**config.mk**
```make
export PLATFORM = sky130hd
export DESIGN_NAME = regfile_read_port
export DESIGN_NICKNAME = d
export VERILOG_FILES = /design/src/rtl/regfile_read_port.sv
export SDC_FILE = /design/constraint.sdc
export NUM_CORES = 2
export LEC_CHECK = 0
export BUFFER_PORTS_ARGS = -buffer_cell sky130_fd_sc_hd__buf_4
export CAP_MARGIN = 15
export CORE_UTILIZATION = 55
export CTS_CLUSTER_DIAMETER = 40
export DETAILED_ROUTE_END_ITERATION = 8
export PLACE_DENSITY = 0.74
export RECOVER_POWER = 25
export SETUP_SLACK_MARGIN = 0.05
export SLEW_MARGIN = 20
export SYNTH_ARGS = -nofsm -noshare
export SYNTH_HDL_FRONTEND = slang
export SYNTH_SLANG_ARGS = --single-unit
```
**constraint.sdc**
```tcl
create_clock -name clk -period 6.7 [get_ports clk]
set_clock_uncertainty 0.2 [all_clocks]
set_input_delay 1.005 -clock clk [delete_from_list [all_inputs] [get_ports clk]]
set_output_delay 1.005 -clock clk [all_outputs]
set_load 0.03 [all_outputs]
```
**src/rtl/regfile_read_port.sv**
```systemverilog
// RV32I integer register file: one-hot write port, two registered read ports with write->read bypass.
// Optional debug read port enabled by defining RF_DBG_PORT_EN.
module regfile_read_port #(
    parameter  int XLEN = 32,
    parameter  int NREG = 32,
    localparam int AW   = $clog2(NREG)
) (
    input  logic            clk,
    input  logic            rst,
    input  logic [NREG-1:0] choose_reg,
    input  logic [XLEN-1:0] wright_data,
    input  logic            rd_en,
    input  logic [AW-1:0]   rs1_addr,
    input  logic [AW-1:0]   rs2_addr,
    output logic [XLEN-1:0] rs1_data,
    output logic [XLEN-1:0] rs2_data,
    output logic            rd_valid,
    output logic            wr_err
`ifdef RF_DBG_PORT_EN
    ,
    input  logic [AW-1:0]   dbg_addr,
    output logic [XLEN-1:0] dbg_data
`endif
);

    logic [XLEN-1:0] regs [NREG];
    logic            multi_hot;
    logic [NREG-1:0] wr_en;
    logic [XLEN-1:0] rs1_next;
    logic [XLEN-1:0] rs2_next;

    // Clearing the lowest set bit leaves something only when two or more bits were set.
    assign multi_hot = |(choose_reg & (choose_reg - NREG'(1)));

    always_comb begin
        wr_en    = multi_hot ? '0 : choose_reg;
        wr_en[0] = 1'b0;
    end

    always_comb begin
        rs1_next = '0;
        rs2_next = '0;
        if (rs1_addr != '0)
            rs1_next = wr_en[rs1_addr] ? wright_data : regs[rs1_addr];
        if (rs2_addr != '0)
            rs2_next = wr_en[rs2_addr] ? wright_data : regs[rs2_addr];
    end

    always_ff @(posedge clk) begin
        if (rst) begin
            for (int k = 0; k < NREG; k++)
                regs[k] <= '0;
            rs1_data <= '0;
            rs2_data <= '0;
            rd_valid <= 1'b0;
            wr_err   <= 1'b0;
        end else begin
            for (int k = 1; k < NREG; k++)
                if (wr_en[k])
                    regs[k] <= wright_data;
            rd_valid <= rd_en;
            if (rd_en) begin
                rs1_data <= rs1_next;
                rs2_data <= rs2_next;
            end
            if (multi_hot)
                wr_err <= 1'b1;
        end
    end

`ifdef RF_DBG_PORT_EN
    // Raw storage view: sees only committed writes, never the bypass path.
    assign dbg_data = (dbg_addr == '0) ? '0 : regs[dbg_addr];
`endif

endmodule

```
Word level (Yosys, flattened, before mapping):

Memory sizes are Yosys's and may differ from the RTL's.
Index checks and enable logic that the tools add are counted.

* logic and storage cells: 178
* output and inout bits: 66
* bits in latches: 0
* memories kept: 1
* bits in writable memories: 1024
* bits in registers: 66
* input port bits: 77
* bits in read-only memories: 0

Memory list
* regs: words 32, bits a word 32, rd ports 2, clocked after Yosys merged registers in 0, wr ports 32, line 26 `logic [XLEN-1:0] regs [NREG];`

* multiplexer cells: 135
* bitwise operators: 32
* divide/modulo/power cells: 0
* $add $sub $neg: 1
* equal/unequal tests: 0
* $mul: 0
* reduce and logical (&&, ||, !) cells: 3
* shifts and indexed selects: 0
* order comparisons: 2

Operators with widths (number)
* $mux 32: 36
* $mux 1: 97
* $and 32x32->32: 1
* $reduce_or 32->1: 1
* $sub 32x1->32 const B: 1
* $or 1x1->1: 31
* $lt 5x6->1 const B: 2
* $bmux 1 s5: 2
* $reduce_bool 5->1: 2

Depth between registers and ports, before layout:

* word-level depth: 8
* mapped depth: 11
* depth with buffers taken out: 7

Worst setup path before layout:

Ideal clock, no wire load.

* path type: input port to flip-flop
* start point: input choose_reg[0]
* end point: memory regs[18][0] (enable)
* library setup time: 0.388 ns
* data arrival time: 4.799 ns
* path slack: 1.313 ns
* buffers on the path: 4
* stages: 11
* data required time: 6.112 ns
* path through: or4_1 clkbuf_1 or4_1 clkbuf_1 or3b_1 maj3_2 nor4_4 and3_1 clkbuf_1 buf_2 a21o_1

RTL lines
* start: declaration: line 10 `input logic [NREG-1:0] choose_reg,`
* end: declaration: line 26

==> results.py <==
metrics = {
    "min_path": {
        "whs_path_depth": 2,
        "hold_start": "rs2_data[28]",
        "hold_path.class": "reg -> reg",
        "whs_endpoint": "rs2_data[28]",
    },
    "final_layout": {
        "layout.nets": 3442,
        "fin_cells": 4747,
        "final_cell_mix": "edfxtp_1 (992), mux4_2 (587), nor2_1 (556), clkbuf_16 (146), buf_4 (143)",
        "drive_above_1_share_pct": 31.0,
        "syn_to_final_growth_pct": 13.3,
        "final_common_cell": "edfxtp_1",
        "fin_util_pct": 63.0,
    },
    "clock_tree": {
        "cts_root_buffer": "clkbuf_16",
        "cts_hold_buffers": 0,
        "cts.clk_slew.worst_paths_ns": 0.05,
        "postCtsResizedCells": 0,
        "cts_made_buffers": 141,
        "htree_levels": 4,
        "clock-sinks": 1058,
        "clk_latency_ns": 0.76,
        "cts_tree": "yes",
        "clock_tree.buffer_depth": 3,
        "post_cts_buffers": 0,
    },
    "critical_path": {
        "crit_path_end_kind": "flip-flop",
        "r2r-end": "rs2_data[5]",
        "worstRegToRegCells": 4,
        "worstPathArrival_ns": 5.98,
        "ff2ff_setup_slack_ns": 4.09,
        "rr_startpoint": "regs[14][5]",
        "worstPathMaxFanout": 65,
        "worstSetupPathType": "in -> reg",
        "cp.required_ns": 6.82,
        "critPathLaunchType": "input port",
    },
    "synthesis": {
        "synth_edf_count": 992,
        "async_reset_ff_share_pct": 0,
        "ys_top_cells_by_area": "edfxtp_1 (56%), mux4_2 (25%), nor2_1 (4.0%), dfxtp_1 (2.5%), o211ai_1 (1.8%)",
        "ys_seq_elements": 1058,
        "yosysSeqAreaShare_pct": 58.8,
        "syn_area_um2": 52900,
        "synth_top_area_share_pct": 56.3,
        "synthFlopType": "edfxtp_1",
        "syn_avg_cell_area_um2": 15.9,
        "ys_types": 54,
        "synth_cells": 3320,
        "yosysWarnings": 0,
        "synth_top_area_cell": "edfxtp_1",
        "synth_nets": 3397,
    },
    "timing": {
        "finalSetupTns_ns": 0,
        "grt_setup_unrepaired": "false",
        "timing_hold_violations_final": 0,
        "finalSetupViolCount": 0,
        "fin_crit_ns": 5.85,
        "fin_crit_sh_pct": 87.4,
        "fmax_mhz": 171,
        "holdWs_ns": 0.276,
        "slew_viol_final": 66,
        "timing.slew.headroom_pct": -142,
        "worst_pin_slew_ns": 3.63,
    },
    "drt": {
        "vias": 34673,
        "vias_per_cell": 7.30,
        "drc": 0,
        "postRouteAntennaNets": 0,
        "dr.first_iter.drc_count": 5554,
        "wl_per_cell_um": 35.1,
        "routed_wl_um": 166000,
        "drt_pass1_iterations": 5,
    },
    "placed_design": {
        "hpwlAfterDp_um": 103000,
        "placed_cells": 4486,
        "portBuffers": 142,
        "place_congestion": 0.924,
    },
    "power_and_ir_drop": {
        "power.total_uw": 17500,
        "powerDensity_nw_per_um2": 292,
        "leakagePower_uw": 0.0197,
        "vdd_ir_drop_max_uv": 244,
    },
    "flow_run": {
        "drv_cap": 1,
    },
    "grt": {
        "gr-total-overflow": 0,
        "grt_pass1_vias": 34732,
        "grt_max_degree": 140,
        "antenna_found_initial": 4,
        "grt_use_total_pct": 34.5,
        "grt_pass1_wl_um": 240000,
    },
    "floorplan": {
        "start_util_pct": 55.6,
        "fp-row-count": 113,
        "ios": 143,
        "core_um2": 95200,
        "design.die.area_um2": 97400,
        "die_height_um": 312,
        "die_x_um": 312,
    },
    "outcome": {
        "violations": "capacitance limit, slew limit",
        "status": "complete, but fails checks",
    },
}
==> stage by stage <==
step	area, µm²	setup slack (ns)
finish	59900	0.847
global route	59900	0.908
CTS	60200	1.20
detailed placement	55500	0.434
global placement	55500	0.505
floorplan	52900	1.31
==> flip-flops by register name, summed over array words and instances, names as in the netlist <==
| name | flops |
|---|---|
| regs | 992 |
| rs1_data | 32 |
| rs2_data | 32 |
| wr_err | 1 |
| rd_valid | 1 |
==> kinds of logic (layout without fill, tap and decap cells) <==
kind of cell	after synthesis	count (layout)	share of synthesized area, %
buffers and inverters	386	547	2.79
AND/OR/NAND/NOR	965	965	8.45
AO/OA/AOI/OAI	250	250	3.45
multiplexers	660	660	26.5
adder cells (fa/ha/maj)	1	1	0.0213
flip-flops	1058	1058	58.8
other	0	1	0
==> Yosys cell counts (2+ instances only) <==
| library cell | instances |
|---|---|
| a22o_1 | 31 |
| or2_2 | 2 |
| o41ai_1 | 2 |
| nand3_1 | 7 |
| a211oi_1 | 4 |
| nand2_1 | 104 |
| o21ai_0 | 42 |
| mux2i_1 | 38 |
| a2111oi_0 | 4 |
| a211o_1 | 2 |
| a21oi_1 | 4 |
| dfxtp_1 | 66 |
| mux2_2 | 35 |
| edfxtp_1 | 992 |
| o21a_1 | 2 |
| nand4_1 | 74 |
| a311oi_1 | 2 |
| nor3_1 | 4 |
| nand2b_1 | 114 |
| nand4_2 | 8 |
| nor4_1 | 3 |
| a31oi_1 | 3 |
| nor4_2 | 2 |
| and2_1 | 64 |
| and3_1 | 3 |
| buf_1 | 91 |
| inv_1 | 39 |
| o211ai_1 | 129 |
| mux4_2 | 587 |
| clkbuf_1 | 236 |
| or4_1 | 8 |
| or3_1 | 5 |
| a21o_1 | 14 |
| o31ai_1 | 2 |
| buf_2 | 19 |
| nor2_1 | 557 |
| nor2b_1 | 4 |
==> how the worst max path moves through the flow <==
| stage | endpoint | slack (ns) | from |
|---|---|---|---|
| after floorplan | regs[18][0] | 1.31 | choose_reg[0] |
| after global placement | regs[31][18] | 0.51 | choose_reg[1] |
| after detailed placement | regs[31][18] | 0.43 | choose_reg[1] |
| after CTS | regs[31][16] | 1.20 | choose_reg[1] |
| after global routing | regs[23][26] | 0.91 | rst |
| final | regs[29][4] | 0.85 | rst |
==> layout make-up <==
class / instances / area, µm²
well taps: 1265 / 1580
diodes: 1 / 2.50
flip-flops and latches: 1058 / 31100
inverters: 39 / 149
fillers: 6605 / 35200
multi-input cells: 1876 / 20500
repair buffers: 249 / 1880
clock inverters: 98 / 1030
clock buffers: 161 / 3720
==> worst max-delay path: stages <==
cell and delay, ns:
clkbuf_1 0.41, clkbuf_1 2.59, nand2b_1 0.29, clkbuf_1 1.06
inv_1 0.57
==> where the power goes <==
group / internal, µW / switching, µW / leakage, µW
Sequential: 7690 / 242 / 0.0100
Combinational: 896 / 1140 / 0.00741
Clock: 4500 / 3040 / 0.00230
==> metal layers <==
| layer | track usage (%) | vias to the layer above | share of wire (%) |
|---|---|---|---|
| met5 | 0 | - | 0.011 |
| met4 | 19.8 | 2 | 6.2 |
| met3 | 9.32 | 524 | 14 |
| met2 | 52.7 | 2959 | 47 |
| met1 | 45.2 | 17805 | 33 |
| li1 | - | 13383 | - |
(Power assumes the default switching activity.)
